[src/rtl/gpu_pkg.sv]
// Shared GPU definitions: scanout FSM states, VRAM 16bpp geometry and the
// 15-bit to 24-bit colour expansion used by scanout and the display DAC path.
package gpu_pkg;

   typedef enum logic [1:0] {
      IDLE      = 2'd0,
      FETCH     = 2'd1,
      FULL_WAIT = 2'd2,
      DONE      = 2'd3
   } scanout_state_t;

   localparam logic [3:0] VRAM_MODE_16BPP = 4'd2;
   localparam int         VRAM_COLS_16BPP = 1024;

   // PSX pixel {m, b5, g5, r5} -> {r8, g8, b8}; the top bits are replicated
   // into the low bits so full-scale 5-bit maps to 8'hFF. Mask bit ignored.
   function automatic logic [23:0] pix15_to_rgb24(input logic [15:0] pix);
      logic [4:0] r5;
      logic [4:0] g5;
      logic [4:0] b5;
      r5 = pix[4:0];
      g5 = pix[9:5];
      b5 = pix[14:10];
      return {r5, r5[4:2], g5, g5[4:2], b5, b5[4:2]};
   endfunction

endpackage

[src/rtl/scanout_fifo.sv]
// Synchronous pixel FIFO with occupancy count and flush.
// A pop frees a slot for a push in the same cycle, so push is accepted at
// full when a pop accompanies it. Flush wins over push and pop.
module scanout_fifo #(
   parameter  int DEPTH = 16,
   parameter  int WIDTH = 24,
   localparam int AW    = $clog2(DEPTH),
   localparam int CW    = AW + 1
) (
   input  logic             clk,
   input  logic             rst,
   input  logic             flush,
   input  logic             push,
   input  logic [WIDTH-1:0] push_data,
   input  logic             pop,
   output logic [WIDTH-1:0] head,
   output logic [CW-1:0]    count,
   output logic             full,
   output logic             empty
);

   logic [WIDTH-1:0] mem [DEPTH];
   logic [AW-1:0]    wr_ptr;
   logic [AW-1:0]    rd_ptr;
   logic             do_push;
   logic             do_pop;

   assign full    = (count == CW'(DEPTH));
   assign empty   = (count == '0);
   assign do_pop  = pop & ~empty;
   assign do_push = push & (~full | do_pop);
   assign head    = mem[rd_ptr];

   // Storage write; contents need no reset since count gates visibility.
   always_ff @(posedge clk) begin
      if (do_push) begin
         mem[wr_ptr] <= push_data;
      end
   end

   // Pointer and occupancy tracking.
   always_ff @(posedge clk or posedge rst) begin
      if (rst) begin
         wr_ptr <= '0;
         rd_ptr <= '0;
         count  <= '0;
      end else if (flush) begin
         wr_ptr <= '0;
         rd_ptr <= '0;
         count  <= '0;
      end else begin
         if (do_push) begin
            wr_ptr <= wr_ptr + 1'b1;
         end
         if (do_pop) begin
            rd_ptr <= rd_ptr + 1'b1;
         end
         case ({do_push, do_pop})
            2'b10:   count <= count + 1'b1;
            2'b01:   count <= count - 1'b1;
            default: count <= count;
         endcase
      end
   end

endmodule

[src/rtl/vram_scanout.sv]
// Display-side VRAM read initiator: walks the visible rectangle, expands
// 16bpp pixels to RGB888 and buffers them for the video timing generator.
// Optional build macro SCANOUT_STATS_EN adds underflow_cnt and lines_fetched.
//
// state     | meaning
// ----------+---------------------------------------------------------
// IDLE      | no frame since reset; waiting for frame_start
// FETCH     | requesting VRAM, one read per granted cycle if FIFO not full
// FULL_WAIT | FIFO filled; request dropped until it drains to DEPTH-4
// DONE      | whole rectangle fetched; waiting for next frame_start
module vram_scanout
   import gpu_pkg::*;
#(
   parameter int H_RES      = 320,
   parameter int V_RES      = 240,
   parameter int FIFO_DEPTH = 16
) (
   input  logic        clk_53_2MHz,
   input  logic        rst,
   input  logic        frame_start,
   input  logic [9:0]  disp_x,
   input  logic [8:0]  disp_y,
   input  logic        vram_gnt,
   input  logic [23:0] vram_data,
   output logic [8:0]  vram_line,
   output logic [11:0] vram_col,
   output logic [3:0]  vram_mode,
   output logic        vram_re,
   output logic        vram_req,
   input  logic        pix_req,
   output logic        pix_valid,
   output logic [23:0] pix_rgb,
   output logic        underflow,
   output logic        frame_busy
`ifdef SCANOUT_STATS_EN
   ,
   output logic [15:0] underflow_cnt,
   output logic [8:0]  lines_fetched
`endif
);

   localparam int                COL_W      = $clog2(VRAM_COLS_16BPP);
   localparam int                CW         = $clog2(FIFO_DEPTH) + 1;
   localparam logic [COL_W-1:0]  X_LAST     = COL_W'(H_RES - 1);
   localparam logic [8:0]        Y_LAST     = 9'(V_RES - 1);
   localparam logic [CW-1:0]     RESUME_LVL = CW'(FIFO_DEPTH - 4);

   scanout_state_t   state;
   logic [COL_W-1:0] ox;
   logic [8:0]       oy;
   logic [COL_W-1:0] x_cnt;
   logic [8:0]       y_cnt;
   logic [COL_W-1:0] col_sum;

   logic             fifo_pop;
   logic [23:0]      fifo_head;
   logic [CW-1:0]    fifo_count;
   logic             fifo_full;
   logic             fifo_empty;
   logic             unused_data_hi;

   // Address is pure arithmetic on registered origin/counters; natural
   // width overflow gives the wrap at the VRAM right and bottom edges.
   assign col_sum   = ox + x_cnt;
   assign vram_col  = 12'(col_sum);
   assign vram_line = oy + y_cnt;
   assign vram_mode = VRAM_MODE_16BPP;

   // vram_req is high exactly in FETCH, so it doubles as the state decode.
   assign vram_re  = vram_req & vram_gnt & ~fifo_full;
   // A pop coinciding with frame_start is dropped: that pixel belongs to the
   // frame being abandoned.
   assign fifo_pop = pix_req & ~fifo_empty & ~frame_start;

   assign unused_data_hi = ^vram_data[23:16];

   scanout_fifo #(
      .DEPTH (FIFO_DEPTH),
      .WIDTH (24)
   ) u_fifo (
      .clk       (clk_53_2MHz),
      .rst       (rst),
      .flush     (frame_start),
      .push      (vram_re),
      .push_data (pix15_to_rgb24(vram_data[15:0])),
      .pop       (fifo_pop),
      .head      (fifo_head),
      .count     (fifo_count),
      .full      (fifo_full),
      .empty     (fifo_empty)
   );

   // Fetch sequencer: origin latch, raster counters and registered status.
   always_ff @(posedge clk_53_2MHz or posedge rst) begin
      if (rst) begin
         state      <= IDLE;
         ox         <= '0;
         oy         <= '0;
         x_cnt      <= '0;
         y_cnt      <= '0;
         vram_req   <= 1'b0;
         frame_busy <= 1'b0;
      end else if (frame_start) begin
         state      <= FETCH;
         ox         <= disp_x;
         oy         <= disp_y;
         x_cnt      <= '0;
         y_cnt      <= '0;
         vram_req   <= 1'b1;
         frame_busy <= 1'b1;
      end else begin
         case (state)
            FETCH: begin
               if (vram_re) begin
                  if (x_cnt == X_LAST) begin
                     x_cnt <= '0;
                     if (y_cnt == Y_LAST) begin
                        state      <= DONE;
                        vram_req   <= 1'b0;
                        frame_busy <= 1'b0;
                     end else begin
                        y_cnt <= y_cnt + 1'b1;
                     end
                  end else begin
                     x_cnt <= x_cnt + 1'b1;
                  end
               end else if (fifo_full) begin
                  state    <= FULL_WAIT;
                  vram_req <= 1'b0;
               end
            end
            FULL_WAIT: begin
               // Resume only with room for several reads, so the arbiter is
               // not asked for a single slot at a time.
               if (fifo_count <= RESUME_LVL) begin
                  state    <= FETCH;
                  vram_req <= 1'b1;
               end
            end
            default: begin
               state <= state;
            end
         endcase
      end
   end

   // Output stage: registered pixel, valid and underflow pulse.
   always_ff @(posedge clk_53_2MHz or posedge rst) begin
      if (rst) begin
         pix_valid <= 1'b0;
         pix_rgb   <= '0;
         underflow <= 1'b0;
      end else begin
         pix_valid <= fifo_pop;
         underflow <= pix_req & fifo_empty;
         if (fifo_pop) begin
            pix_rgb <= fifo_head;
         end
      end
   end

`ifdef SCANOUT_STATS_EN
   assign lines_fetched = y_cnt;

   // Underflow event counter, saturating, cleared per frame.
   always_ff @(posedge clk_53_2MHz or posedge rst) begin
      if (rst) begin
         underflow_cnt <= '0;
      end else if (frame_start) begin
         underflow_cnt <= '0;
      end else if (pix_req && fifo_empty && underflow_cnt != 16'hFFFF) begin
         underflow_cnt <= underflow_cnt + 1'b1;
      end
   end
`endif

endmodule
[config.mk]
export PLATFORM = sky130hd
export DESIGN_NAME = vram_scanout
export DESIGN_NICKNAME = d
export VERILOG_FILES = /design/src/rtl/gpu_pkg.sv /design/src/rtl/scanout_fifo.sv /design/src/rtl/vram_scanout.sv
export SDC_FILE = /design/constraint.sdc
export NUM_CORES = 1
export LEC_CHECK = 0
export BUFFER_PORTS_ARGS = -buffer_cell sky130_fd_sc_hd__buf_2
export CAP_MARGIN = 20
export CORE_MARGIN = 3
export CORE_UTILIZATION = 46
export CTS_BUF_LIST = sky130_fd_sc_hd__clkbuf_2 sky130_fd_sc_hd__clkbuf_4 sky130_fd_sc_hd__clkbuf_8
export DETAILED_ROUTE_END_ITERATION = 8
export GPL_TIMING_DRIVEN = 0
export PLACE_DENSITY = 0.61
export SYNTH_ARGS = -nofsm -noshare
export SYNTH_HDL_FRONTEND = slang
export SYNTH_SLANG_ARGS = --single-unit
[constraint.sdc]
create_clock -name clk_53_2MHz -period 3.79 [get_ports clk_53_2MHz]
set_clock_uncertainty 0.1 [all_clocks]
set_input_delay 0.758 -clock clk_53_2MHz [delete_from_list [all_inputs] [get_ports clk_53_2MHz]]
set_output_delay 0.758 -clock clk_53_2MHz [all_outputs]
set_load 0.01 [all_outputs]
==> metrics.md <==
| Metric | Value |
|---|---|
| Most frequent cells in the layout | sky130_fd_sc_hd__edfxtp_1, sky130_fd_sc_hd__buf_2, sky130_fd_sc_hd__mux4_2, sky130_fd_sc_hd__dfrtp_1, sky130_fd_sc_hd__clkbuf_8 |
| Highest achievable clock rate | ~0.29 GHz |
| Flip-flop and latch count after synthesis | between 300 and 400 |
| Final Worst Setup Slack | roughly 0.38 ns |
| Capturing element type of the critical path | output port |
| Remaining antenna violation count | 0 |
| Number of max-slew violations in the final report | 0 |
| Data required time of the worst path | just under 3 ns |
| Hold slack final | 0.2966 ns |
| Total negative slack | 0 ns |
| Vias after detailed routing | 7332 |
| Number of synthesis warnings | 0 |
| Number of iterations in the first detailed-routing pass | 5 |
| CP startpoint kind | register |
| Global-route wire length before repair | between 40000 and 50000 um |
| Placer congestion estimate | between 0.7 and 0.8 |
| Final Power | between 9 and 10 mW |
| FILL cells | 2253 |
| Antenna violations before repair | 1 |
| DIE HEIGHT | ~180 um |
| Routed wire length per instance | 22.07 um |
| Root cell of the clock tree | sky130_fd_sc_hd__clkbuf_8 |
| Worst Hold Class | in -> reg |
| Total detailed-routing wirelength | roughly 30000 um |
| Count of input and output buffers | 86 |
| Arrival time reported for the critical path endpoint | ~2.6 ns |
| DRC marker count from the first detailed-route iteration | 762 |
| Final-report setup violation count | 0 |
| Number of hold violations in the final report | 0 |
| Clock transition time at the flip-flop clock pins of the worst setup and hold paths | ~0.07 ns |
| Die width | 176.3 um |
| Die area | about 31000 um^2 |
| Fraction of registers with async set/reset | a little under a quarter |
| DRC Markers | 0 |
| Post-synthesis area per instance | between 15 and 20 um^2 |
| Max Root-Sink Buffers | 3 |
| Io pins | roughly 100 |
| Number of diodes added for antenna fixing | 0 |
| Class of the most critical setup path | reg -> out |
| Placed cell count | around 1200 |
| Final instance count without filler cells | 1334 |
| Post-Place Worst Slack | between 0.4 and 0.5 ns |
| Count of H-tree levels built during CTS | 2 |
| Number of buffers added by the clock tree synthesis step | 50 |
| TritonCTS clock tree | done |
| Post-Syn Area | 13340 um^2 |
| Layout Area Growth over Synthesis | 15.39% |
| Core Util, Final | roughly 55% |
| Result of the run | finished clean |
| DP Wirelength | around 18000 um |
| Net count of the finished layout | 994 |
| Max-Cap Viols | 0 |
| Num rows | 61 |
| Cell area power density | between 500 and 600 nW/um^2 |
| VDD IR max | between 0.2 and 0.3 mV |
| Maximum number of pins on one net before global-route repair | 64 |
| Commonest non-fill, non-tap cell in the layout | sky130_fd_sc_hd__edfxtp_1 |
| Total of hold buffers inserted after clock tree synthesis | 1 |
| Number of buffers inserted to repair setup after CTS | 0 |
| Vias in the first global route | ~7400 |
| Post-synthesis instance total | just under 800 |
| Sinks on Clock Net | 312 |
| Static Leak | approximately 5.5 nW |
| Tightest slew margin relative to the limit | roughly 23% |
| Critical path fanouts, max | 4 |
| Leading register cell type out of synthesis | sky130_fd_sc_hd__edfxtp_1 |
| Detailed-route vias per instance | around 5.5 |
| GRT Resource Usage Total | about 19% |
| Count of cells resized by post-cts repair | 0 |
| Area of the placeable core | around 28000 um^2 |
| Worst-Skew Late Latency | 0.59 ns |
| Placed cell area | 14370 um^2 |
| Remaining global-route overflow | 0 |
| Period utilisation layout | approximately nine tenths |
| Share of cells above drive strength 1 | between 30% and 40% |
| Number of synthesized flops with an enable pin | 240 |
| Setup repair after global routing missed its margin | false |
| Sequential share of the synthesized area | about two thirds |
| Final cell area excluding filler cells | approximately 15000 um^2 |
| Number of unique standard cell types used by synthesis | 57 |
| Pin slew with the least headroom to its limit | between 1 and 1.5 ns |
| Starting utilization of the core area | 47.38% |
| Min Clock Period, post-route | about 3.4 ns |
## logic make-up (layout without fill, tap and decap cells)
group           count (synthesis)  count (layout)  share of synthesized area, %
buf+inv                        64             246                         2.335
simple gates                  154             154                         6.236
xor+xnor                       30              30                         1.969
mux                           111             111                         15.67
fa+ha+maj                      28              28                         2.738
compound gates                 69              69                         3.479
flops                         312             312                         67.52
other cells                     2               6                       0.05629
## cell type report
cell class	instances	area (um^2)	share of cell area [%]
flip-flops and latches	312	9009	58.51
repair buffers	92	561.8	3.649
inverters	16	62.56	0.4063
multi-input cells	398	4038	26.23
well taps	378	473.0	3.072
plain buffers	48	251.5	1.633
clock buffers	73	873.3	5.672
clock inverters	17	127.6	0.8289
## worst max-delay path: stages, from the launching register on
cell and delay [ns]:
sky130_fd_sc_hd__dfrtp_1 0.42, sky130_fd_sc_hd__ha_1 0.21, sky130_fd_sc_hd__inv_1 0.07, sky130_fd_sc_hd__fa_1 0.21, sky130_fd_sc_hd__nor2b_1 0.05, sky130_fd_sc_hd__o21ai_0 0.21
sky130_fd_sc_hd__a21oi_1 0.13, sky130_fd_sc_hd__o41ai_1 0.39, sky130_fd_sc_hd__xnor2_1 0.17, sky130_fd_sc_hd__buf_2 0.14
## path summary, 6_finish.rpt
check / start / to / slack [ns] / cells past startpoint
min reg2reg: pix_rgb[19] / pix_rgb[19] / 0.38 / 1
min: disp_x[1] / ox[1] / 0.30 / 3
max reg2reg: u_fifo.count[1] / u_fifo.count[4] / 0.49 / 10
max in group asynchronous: rst / u_fifo.wr_ptr[1] / 2.46 / 4
min in group asynchronous: rst / pix_rgb[4] / 0.53 / 3
max: y_cnt[0] / vram_line[8] / 0.38 / 9
## Yosys cell counts (7+ instances only)
master / instances / share of area [%]
sky130_fd_sc_hd__nor2b_1: 7 / 0.33
sky130_fd_sc_hd__edfxtp_1: 240 / 54
sky130_fd_sc_hd__mux2_1: 7 / 0.59
sky130_fd_sc_hd__nor2_1: 41 / 1.2
sky130_fd_sc_hd__inv_1: 16 / 0.45
sky130_fd_sc_hd__nand2_1: 24 / 0.68
sky130_fd_sc_hd__dfrtp_1: 72 / 14
sky130_fd_sc_hd__o21ai_0: 21 / 0.79
sky130_fd_sc_hd__clkbuf_1: 16 / 0.45
sky130_fd_sc_hd__mux4_2: 75 / 13
sky130_fd_sc_hd__and2_1: 17 / 0.80
sky130_fd_sc_hd__ha_1: 26 / 2.4
sky130_fd_sc_hd__xor2_1: 13 / 0.85
sky130_fd_sc_hd__buf_4: 15 / 0.84
sky130_fd_sc_hd__mux2_2: 26 / 2.2
sky130_fd_sc_hd__nor3_1: 13 / 0.49
sky130_fd_sc_hd__buf_2: 12 / 0.45
sky130_fd_sc_hd__nand3_1: 13 / 0.49
sky130_fd_sc_hd__a21oi_1: 12 / 0.45
sky130_fd_sc_hd__or4_1: 7 / 0.39
sky130_fd_sc_hd__xnor2_1: 17 / 1.1
## routing by layer
metal	global-route usage (%)	share of wire (%)	vias up
met5	0	0.024	-
met4	4.586	1.7	2
met3	4.065	6.6	50
met2	30.22	47	240
met1	28.29	45	3707
li1	-	-	3333
## power breakdown
group | internal, mW | total (mW) | switching, mW
sequential | 3.95 | 4.10 | 0.149
combinational | 1.09 | 2.23 | 1.14
clock | 1.56 | 2.89 | 1.33
total | 6.61 | 9.22 | 2.62
## registers in the layout, indices dropped and copies added, names as in the netlist
| register | count |
|---|---|
| u_fifo.mem | 240 |
| pix_rgb | 15 |
| ox | 10 |
| x_cnt | 10 |
| oy | 9 |
| y_cnt | 9 |
| u_fifo.count | 5 |
| u_fifo.rd_ptr | 4 |
| u_fifo.wr_ptr | 4 |
| state | 2 |
| frame_busy | 1 |
| pix_valid | 1 |
| underflow | 1 |
| vram_req | 1 |
(Power assumes the default switching activity.)
